`src/rtl/multicycle_ctrl.sv`:
```
// Multi-cycle control FSM for the register-file/ALU datapath (FETCH/DECODE/EXECUTE/MEMORY/WRITEBACK).
// Optional feature: define ILLEGAL_TRAP_EN to trap on unknown opcodes; otherwise they retire as NOPs.
module multicycle_ctrl #(
  parameter int ADDRESS_WIDTH = 5,
  parameter int ALUCTRL_WIDTH = 3
) (
  input  logic                     clk,
  input  logic                     rst,
  input  logic [31:0]              instr,
  input  logic                     instr_valid,
  output logic                     instr_ready,
  input  logic                     EQ,
  input  logic                     mem_done,
  output logic [ADDRESS_WIDTH-1:0] rs1,
  output logic [ADDRESS_WIDTH-1:0] rs2,
  output logic [ADDRESS_WIDTH-1:0] rd,
  output logic                     ALUsrc,
  output logic [ALUCTRL_WIDTH-1:0] ALUctrl,
  output logic [2:0]               ImmSrc,
  output logic                     RegWrite,
  output logic                     WriteNextPC,
  output logic                     MemRead,
  output logic                     MemWrite,
  output logic                     ResultSrc,
  output logic [1:0]               PCsrc,
  output logic                     PCwrite,
  output logic                     illegal
);

  typedef enum logic [2:0] {
    S_FETCH, S_DECODE, S_EXECUTE, S_MEMORY, S_WRITEBACK, S_TRAP
  } state_t;

  typedef enum logic [2:0] {
    C_ALU, C_LUI, C_JAL, C_JALR, C_LOAD, C_STORE, C_BRANCH, C_NOP
  } iclass_t;

  localparam logic [6:0] OP_R      = 7'b0110011;
  localparam logic [6:0] OP_I      = 7'b0010011;
  localparam logic [6:0] OP_LOAD   = 7'b0000011;
  localparam logic [6:0] OP_STORE  = 7'b0100011;
  localparam logic [6:0] OP_BRANCH = 7'b1100011;
  localparam logic [6:0] OP_LUI    = 7'b0110111;
  localparam logic [6:0] OP_JAL    = 7'b1101111;
  localparam logic [6:0] OP_JALR   = 7'b1100111;

  localparam logic [2:0] ALU_ADD = 3'b000;
  localparam logic [2:0] ALU_SUB = 3'b001;
  localparam logic [2:0] ALU_AND = 3'b010;
  localparam logic [2:0] ALU_OR  = 3'b011;
  localparam logic [2:0] ALU_XOR = 3'b100;
  localparam logic [2:0] ALU_SLT = 3'b101;

  localparam logic [2:0] IMM_I = 3'b000;
  localparam logic [2:0] IMM_S = 3'b001;
  localparam logic [2:0] IMM_B = 3'b010;
  localparam logic [2:0] IMM_U = 3'b011;
  localparam logic [2:0] IMM_J = 3'b100;

  state_t      state_q, state_d;
  logic [31:0] instr_q;
  iclass_t     cls_q, cls_d;
  logic        alusrc_q, alusrc_d;
  logic [2:0]  aluop_q, aluop_d;
  logic [2:0]  immsrc_q, immsrc_d;
  logic        resultsrc_q, resultsrc_d;

  wire [6:0] opcode   = instr_q[6:0];
  wire [2:0] funct3   = instr_q[14:12];
  wire       funct7b5 = instr_q[30];
  wire       rd_nz    = (instr_q[11:7] != 5'd0);

  logic unused_instr_bits;
  assign unused_instr_bits = ^{instr_q[31], instr_q[29:25]};

  // Only ADD/SUB is split by funct7; shifts and SLTU fall back to ADD.
  function automatic logic [2:0] alu_from_funct3(input logic [2:0] f3, input logic sub);
    case (f3)
      3'b000:  alu_from_funct3 = sub ? ALU_SUB : ALU_ADD;
      3'b010:  alu_from_funct3 = ALU_SLT;
      3'b100:  alu_from_funct3 = ALU_XOR;
      3'b110:  alu_from_funct3 = ALU_OR;
      3'b111:  alu_from_funct3 = ALU_AND;
      default: alu_from_funct3 = ALU_ADD;
    endcase
  endfunction

  // NOTE: every always_comb output gets a default first so no path can infer a latch.
  always_comb begin
    cls_d       = C_NOP;
    alusrc_d    = 1'b0;
    aluop_d     = ALU_ADD;
    immsrc_d    = IMM_I;
    resultsrc_d = 1'b0;
    case (opcode)
      OP_R: begin
        cls_d   = C_ALU;
        aluop_d = alu_from_funct3(funct3, funct7b5);
      end
      OP_I: begin
        cls_d    = C_ALU;
        alusrc_d = 1'b1;
        aluop_d  = alu_from_funct3(funct3, 1'b0);
      end
      OP_LOAD: begin
        cls_d       = C_LOAD;
        alusrc_d    = 1'b1;
        resultsrc_d = 1'b1;
      end
      OP_STORE: begin
        cls_d    = C_STORE;
        alusrc_d = 1'b1;
        immsrc_d = IMM_S;
      end
      OP_BRANCH: begin
        cls_d    = C_BRANCH;
        aluop_d  = ALU_SUB;
        immsrc_d = IMM_B;
      end
      OP_LUI: begin
        cls_d    = C_LUI;
        alusrc_d = 1'b1;
        immsrc_d = IMM_U;
      end
      OP_JAL: begin
        cls_d    = C_JAL;
        immsrc_d = IMM_J;
      end
      OP_JALR: begin
        cls_d    = C_JALR;
        alusrc_d = 1'b1;
      end
      default: ;
    endcase
  end

  // NOTE: sequential state uses non-blocking assignments so all flops update together.
  always_ff @(posedge clk) begin
    if (rst) begin
      state_q     <= S_FETCH;
      instr_q     <= '0;
      cls_q       <= C_NOP;
      alusrc_q    <= 1'b0;
      aluop_q     <= ALU_ADD;
      immsrc_q    <= IMM_I;
      resultsrc_q <= 1'b0;
    end else begin
      state_q <= state_d;
      if (state_q == S_FETCH && instr_valid)
        instr_q <= instr;
      if (state_q == S_DECODE) begin
        cls_q       <= cls_d;
        alusrc_q    <= alusrc_d;
        aluop_q     <= aluop_d;
        immsrc_q    <= immsrc_d;
        resultsrc_q <= resultsrc_d;
      end
    end
  end

`ifdef ILLEGAL_TRAP_EN
  logic illegal_q;
  always_ff @(posedge clk) begin
    if (rst)
      illegal_q <= 1'b0;
    else if (state_q == S_DECODE && cls_d == C_NOP)
      illegal_q <= 1'b1;
  end
  assign illegal = illegal_q;
`else
  assign illegal = 1'b0;
`endif

  always_comb begin
    state_d     = state_q;
    instr_ready = 1'b0;
    RegWrite    = 1'b0;
    WriteNextPC = 1'b0;
    MemRead     = 1'b0;
    MemWrite    = 1'b0;
    PCsrc       = 2'b00;
    PCwrite     = 1'b0;
    case (state_q)
      S_FETCH: begin
        // Held low while reset is asserted, even though the state is already FETCH.
        instr_ready = !rst;
        if (instr_valid && !rst)
          state_d = S_DECODE;
      end
      S_DECODE: begin
`ifdef ILLEGAL_TRAP_EN
        state_d = (cls_d == C_NOP) ? S_TRAP : S_EXECUTE;
`else
        state_d = S_EXECUTE;
`endif
      end
      S_EXECUTE: begin
        case (cls_q)
          C_LOAD, C_STORE: state_d = S_MEMORY;
          C_BRANCH: begin
            // funct3[0] distinguishes BNE from BEQ, so it inverts the taken sense.
            PCsrc   = {1'b0, EQ ^ instr_q[12]};
            PCwrite = 1'b1;
            state_d = S_FETCH;
          end
          C_NOP: begin
            PCwrite = 1'b1;
            state_d = S_FETCH;
          end
          default: state_d = S_WRITEBACK;
        endcase
      end
      S_MEMORY: begin
        MemRead  = (cls_q == C_LOAD);
        MemWrite = (cls_q == C_STORE);
        if (mem_done) begin
          if (cls_q == C_LOAD) begin
            state_d = S_WRITEBACK;
          end else begin
            PCwrite = 1'b1;
            state_d = S_FETCH;
          end
        end
      end
      S_WRITEBACK: begin
        RegWrite    = rd_nz;
        PCwrite     = 1'b1;
        WriteNextPC = (cls_q == C_JAL) || (cls_q == C_JALR);
        if (cls_q == C_JAL)
          PCsrc = 2'b01;
        else if (cls_q == C_JALR)
          PCsrc = 2'b10;
        state_d = S_FETCH;
      end
      S_TRAP: state_d = S_TRAP;
      default: state_d = S_FETCH;
    endcase
  end

  assign rs1       = ADDRESS_WIDTH'(instr_q[19:15]);
  assign rs2       = ADDRESS_WIDTH'(instr_q[24:20]);
  assign rd        = ADDRESS_WIDTH'(instr_q[11:7]);
  assign ALUsrc    = alusrc_q;
  assign ALUctrl   = ALUCTRL_WIDTH'(aluop_q);
  assign ImmSrc    = immsrc_q;
  assign ResultSrc = resultsrc_q;

endmodule
```
`config.mk`:
```
export PLATFORM = sky130hd
export DESIGN_NAME = multicycle_ctrl
export DESIGN_NICKNAME = d
export VERILOG_FILES = /design/src/rtl/multicycle_ctrl.sv
export SDC_FILE = /design/constraint.sdc
export NUM_CORES = 1
export LEC_CHECK = 0
export CAP_MARGIN = 20
export CORE_MARGIN = 2
export CORE_UTILIZATION = 46
export CTS_BUF_LIST = sky130_fd_sc_hd__clkbuf_2 sky130_fd_sc_hd__clkbuf_4 sky130_fd_sc_hd__clkbuf_8
export DETAILED_ROUTE_END_ITERATION = 8
export GPL_TIMING_DRIVEN = 0
export PLACE_DENSITY = 0.82
export SETUP_SLACK_MARGIN = 0.02
export SLEW_MARGIN = 5
export SYNTH_ARGS = -nofsm -noshare
export SYNTH_HDL_FRONTEND = slang
export SYNTH_SLANG_ARGS = --single-unit
```
`constraint.sdc`:
```
create_clock -name clk -period 1.8 [get_ports clk]
set_input_delay 0.54 -clock clk [delete_from_list [all_inputs] [get_ports clk]]
set_output_delay 0.54 -clock clk [all_outputs]
set_load 0.05 [all_outputs]
```
==> results of run 1 <==
==> routing by layer <==
layer	vias up	global-route usage (%)	wire (um)
li1	980	-	-
met1	892	26.6	2090
met2	64	38.2	2670
met3	9	4.28	283
met4	0	11.0	88
met5	-	0	0
==> power breakdown <==
| group | switching (mW) | internal (mW) |
|---|---|---|
| logic | 0.307 | 0.249 |
| clock network | 0.311 | 0.427 |
| registers | 0.0423 | 0.934 |
| total | 0.660 | 1.61 |
==> cells in the final DEF (no fill, tap or decap), types with 2 or more instances in the layout <==
cell              n
nand2_1          60
dfxtp_1          37
a21oi_1          33
buf_4            29
clkdlybuf4s50_1  27
buf_6            12
clkbuf_2         12
dlygate4sd2_1    10
nor2_1            9
nor3_1            7
nand3_1           6
clkbuf_8          6
clkbuf_1          5
clkdlybuf4s15_2   5
xnor2_1           4
buf_8             3
inv_1             3
nor3_4            3
nand2b_1          3
o21ai_0           3
dfxtp_2           3
clkbuf_4          2
nor2b_1           2
a31oi_1           2
a211oi_1          2
or4_4             2
a21oi_2           2
a22oi_1           2
==> worst max-delay path, delay by kind of cell, from the launching register on <==
kind | cells | cell delay (ns)
simple gates | 3 | 0.47
flops | 1 | 0.33
compound gates | 1 | 0.13
buf+inv | 2 | 0.25
==> area by class of cell <==
cell class / count / area, um2 / share of cell area [%]
clock buffer: 6 / 76.3 / 2.58
inverter: 5 / 26.3 / 0.887
timing repair buffer: 76 / 687 / 23.2
buffer: 31 / 255 / 8.61
sequential: 40 / 805 / 27.2
multi-input combinational: 168 / 1020 / 34.3
tap: 50 / 62.6 / 2.11
clock inverter: 2 / 35.0 / 1.18
==> logic make-up (layout without fill, tap and decap cells) <==
logic type | count (synthesis) | count (layout) | synth area share [%]
AND/OR/NAND/NOR | 109 | 109 | 27.0
XOR/XNOR | 5 | 5 | 2.32
other | 1 | 1 | 0.199
buffers and inverters | 40 | 120 | 11.8
AO/OA/AOI/OAI | 53 | 53 | 16.2
flip-flops | 40 | 40 | 42.5
==> worst max-delay path by stage <==
stage                    start        to
floorplan           state_q[1]  PCsrc[1]
global placement            EQ  PCsrc[0]
detailed placement          EQ  PCsrc[0]
CTS                 state_q[0]  PCsrc[1]
global route        state_q[1]  PCsrc[0]
finish              state_q[1]  PCsrc[0]
==> what timing repair did <==
item,CTS,global route
setup buffers,2,14
hold buffers,0,0
endpoints found under the setup margin,51,44
pin swaps,7,12
resized for setup,122,33
cloned,0,0
==> flip-flops by register name, summed over array words and instances, names as in the netlist <==
register	count
cls_q	3
ResultSrc	1
ALUctrl	3
ALUsrc	1
instr_q	26
ImmSrc	3
state_q	3
==> metrics.cfg, run 1 <==
[worst_hold_path]
min_delay_path_depth = 2
min_from = instr_q[20]
min_to = instr_q[20]
min_path_type = register to register

[place]
place_area_mm2 = 0.00265
gp_congestion = 0.843
post-place-ws_ns = -0.927
dpl.cell_count = 358
dp_hpwl_mm = 3.20
portBuffers = 60

[global_route]
antenna_found_initial = 0
grt_pass1_vias = 1750
grt-ovfl-total = 0
grtUsageTotal_pct = 22.3
grt_max_degree = 13
grt_pass1_wl_mm = 7.76

[die]
dieArea_mm2 = 0.00462
fp-row-count = 23
pin_count = 69
core_mm2 = 0.00397
die_height_um = 68
die_x_um = 68
initial_utilization_pct = 47.4

[route]
wl_per_cell_um = 13.6
drt_iter0_markers = 87
wirelength_mm = 5.14
vias_per_cell = 5.15
remaining_drc_errors = 0
ant_nets = 0
drt-pass1-iter-count = 4
num_vias = 1945

[synth]
synth_nets = 285
synth.top_cells.by_count = nand2_1 (61), dfxtp_1 (40), a21oi_1 (36), buf_4 (16), clkbuf_1 (15)
postSynthCellCount = 248
synth.distinct_cells = 40
syn_avg_cell_area_um2 = 7.60
synthFlopType = dfxtp_1
yosysWarnings = 0
synth.top_cell.area_share_pct = 42.5
synth_edf_count = 0
ys_ff_latch = 40
synth_top_area_cell = dfxtp_1
yosysMostFrequentCell = nand2_1
syn_area_mm2 = 0.00188
synth_area_leaders = dfxtp_1 (42%), nand2_1 (12%), a21oi_1 (9.6%)
yosysSeqAreaShare_pct = 42.5
async_flop_share_pct = 0

[clock_network]
cts-root-buf = clkbuf_8
clock_latency_ns = 0.29
cts_tree = built
clk_pin_slew_ns = 0.07
cts_buffers = 5
cts_buffer_depth = 2
htreeDepth = 2
cts_sinks = 40

[setup_path]
critPathLaunchType = register
path_max_fanout = 4
reg2reg_from = state_q[1]
required_ns = 1.26
crit_path_top_delay_cell = dfxtp_2
r2r-end = ALUctrl[2]
rr_worst_depth = 6
endpoint_kind = primary output
rrSetupSlack_ns = -0.02
path_cells = buf_6 > nor2b_4 > nand4_1 > nor2_2 > o21a_4 > buf_8
critical_path.max_stage_delay_ns = 0.33
worstSetupPathType = register to primary output
worst_ep_arrival_time_ns = 1.47

[run]
cap_viol_max_count = 0

[final_layout]
insertedDiodeCount = 0
stdcell_area_mm2 = 0.00296
final_cells = 378
final_nets = 364
drive_above_1_share_pct = 30.8
utilization_pct = 74.6
nFillCells = 299
syn2layout_area_growth_pct = 57.2

[sta]
rsz0062_at_grt = true
slew_headroom_pct = 66.0
hold_ws_ns = 0.456
finClkSkew_ns = 0.00568
worst_pin_slew_ns = 0.510
finalHoldViolations = 0
setup_slack_ns = -0.208
slew_violations = 0
max_freq_ghz = 0.498
setup_tns_ns = -1.20
final-setup-viol-count = 9
fin_crit_ns = 2.01
post-route-period-util_pct = 112

[pwr]
power_density_mw_per_mm2 = 766
peakVddDrop_uv = 814
p_leak_nw = 1.25
finalPower_mw = 2.27

[run_status]
outcome = finished with violations
violations = negative setup slack

Note: power is estimated with default switching activity, not from simulation.
==> run 2, diff against run 1 <==
--- a/config.mk
+++ b/config.mk
@@ -7,12 +7,13 @@
 export LEC_CHECK = 0
 export CAP_MARGIN = 20
 export CORE_MARGIN = 2
-export CORE_UTILIZATION = 46
+export CORE_UTILIZATION = 41
 export CTS_BUF_LIST = sky130_fd_sc_hd__clkbuf_2 sky130_fd_sc_hd__clkbuf_4 sky130_fd_sc_hd__clkbuf_8
 export DETAILED_ROUTE_END_ITERATION = 8
 export GPL_TIMING_DRIVEN = 0
-export PLACE_DENSITY = 0.82
+export PLACE_DENSITY = 0.78
 export SETUP_SLACK_MARGIN = 0.02
+export SKIP_CTS_REPAIR_TIMING = 1
 export SLEW_MARGIN = 5
 export SYNTH_ARGS = -nofsm -noshare
 export SYNTH_HDL_FRONTEND = slang
==> constraint.sdc (replaced) <==
create_clock -name clk -period 1.64 [get_ports clk]
set_input_delay 0.492 -clock clk [delete_from_list [all_inputs] [get_ports clk]]
set_output_delay 0.492 -clock clk [all_outputs]
set_load 0.05 [all_outputs]
==> run 2 against run 1 <==
  * The run still ends with negative setup slack left
  * Clock skew fell by 0.00085 ns
  * Via count fell by 1.2%
  * Design area rose by 0.76%
  * First-iteration DRC count fell by 9.2%
  * Largest power group unchanged
  * Clock-buffer cell count rose by 2
  * Critical path depth did not move
  * Utilization fell by 6.5 points
  * Final cell count rose by 1.1%
==> metrics.cfg, run 2 (synthesized netlist as in run 1, its figures left out) <==
[die]
pin_count = 69
initial_utilization_pct = 43.0
core_mm2 = 0.00438
fp-row-count = 24
dieArea_mm2 = 0.00515
die_height_um = 71.8
die_x_um = 71.8

[run]
cap_viol_max_count = 0

[final_layout]
final_common_cell = nand2_1
top_register = instr_q
stdcell_area_mm2 = 0.00299
insertedDiodeCount = 0
final_nets = 366
syn2layout_area_growth_pct = 58.4
drive_above_1_share_pct = 31.2
largest_reg_flops = 26
final_cells = 382
final_cell_mix = nand2_1 (57), dfxtp_1 (36), a21oi_1 (32)
utilization_pct = 68.1

[place]
gp_congestion = 0.788
place_area_mm2 = 0.00266
dpl.cell_count = 360
portBuffers = 60
dp_hpwl_mm = 3.39
post-place-ws_ns = -0.967

[clock_network]
clock_latency_ns = 0.29
cts_sinks = 40
cts_buffers = 5
cts_tree = built
clk_pin_slew_ns = 0.07
htreeDepth = 2
cts-root-buf = clkbuf_8
cts_buffer_depth = 2

[sta]
max_freq_ghz = 0.508
rsz0062_at_grt = true
final-setup-viol-count = 16
finalHoldViolations = 0
post-route-period-util_pct = 120
worst_pin_slew_ns = 0.754
fin_crit_ns = 1.97
slew_headroom_pct = 49.6
setup_slack_ns = -0.328
finClkSkew_ns = 0.00483
slew_violations = 0

[route]
wl_per_cell_um = 13.5
ant_nets = 0
remaining_drc_errors = 0
drt-pass1-iter-count = 4
num_vias = 1921
drt_iter0_markers = 79
vias_per_cell = 5.03
wirelength_mm = 5.16

[global_route]
grt_max_degree = 12
grtUsageTotal_pct = 18.5
antenna_found_initial = 0
grt-ovfl-total = 0
grt_pass1_wl_mm = 7.54
grt_pass1_vias = 1671

[pwr]
finalPower_mw = 2.41
peakVddDrop_uv = 667
power_density_mw_per_mm2 = 806
p_leak_nw = 1.37

[setup_path]
required_ns = 1.15
critPathLaunchType = register
path_max_fanout = 7
worstSetupPathType = register to primary output
worst_ep_arrival_time_ns = 1.48
endpoint_kind = primary output

[run_status]
violations = negative setup slack
outcome = finished with violations

[worst_hold_path]
min_path_type = register to register

==> run 2: path summary, 6_finish.rpt <==
check                           cells past startpoint  slack (ns)        from    endpoint
worst max register to register                      6       -0.26  state_q[1]  ALUctrl[2]
worst min register to register                      2        0.45   ImmSrc[2]   ImmSrc[2]
worst max-delay path                                6       -0.33  state_q[1]    PCsrc[0]
worst min-delay path                                2        0.45   ImmSrc[2]   ImmSrc[2]
==> run 2: routing by layer <==
metal / GRT usage [%] / routed length [um] / part of all wire, % / up-vias
li1: - / - / - / 978
met1: 23.0 / 2220 / 43 / 878
met2: 31.1 / 2570 / 50 / 57
met3: 6.05 / 320 / 6.2 / 8
met4: 4.19 / 45 / 0.87 / 0
met5: 0 / 0 / 0 / -
==> run 2: where the power goes <==
part / internal [mW] / switching [mW] / total (mW)
combinational: 0.288 / 0.353 / 0.642
sequential: 1.03 / 0.0387 / 1.06
clock: 0.376 / 0.323 / 0.700
total: 1.69 / 0.715 / 2.41
==> run 2: final cells by class <==
class | count | area [um2]
buffer | 34 | 267
clock buffer | 8 | 97.6
fill | 366 | 1400
inverter | 5 | 26.3
multi-input combinational | 168 | 1010
sequential | 40 | 806
tap | 52 | 65.1
timing repair buffer | 75 | 709
==> run 2: worst max-delay path, cell delays in order, from the launching register on <==
cell	delay (ns)
dfxtp_2	0.32
buf_6	0.12
nor2b_4	0.18
nand4_1	0.15
nor2_2	0.14
o21a_4	0.14
buf_8	0.13
==> run 2: metrics by stage <==
| step | TNS [ns] | hold WS, ns |
|---|---|---|
| 4_1_cts | -21.38 | 0.455 |
| 5_1_grt | -4.10 | 0.467 |
| 2_1_floorplan | -1.31 | 0.437 |
| 3_5_place_dp | -19.37 | 0.445 |
| 6_report | -2.71 | 0.448 |
| 3_3_place_gp | -19.08 | 0.442 |
==> run 3, diff against run 2 <==
--- a/config.mk
+++ b/config.mk
@@ -5,7 +5,6 @@
 export SDC_FILE = /design/constraint.sdc
 export NUM_CORES = 1
 export LEC_CHECK = 0
-export CAP_MARGIN = 20
 export CORE_MARGIN = 2
 export CORE_UTILIZATION = 41
 export CTS_BUF_LIST = sky130_fd_sc_hd__clkbuf_2 sky130_fd_sc_hd__clkbuf_4 sky130_fd_sc_hd__clkbuf_8
==> results of run 3 <==
The final DEF is identical to that of run 2; final timing and power are the same.
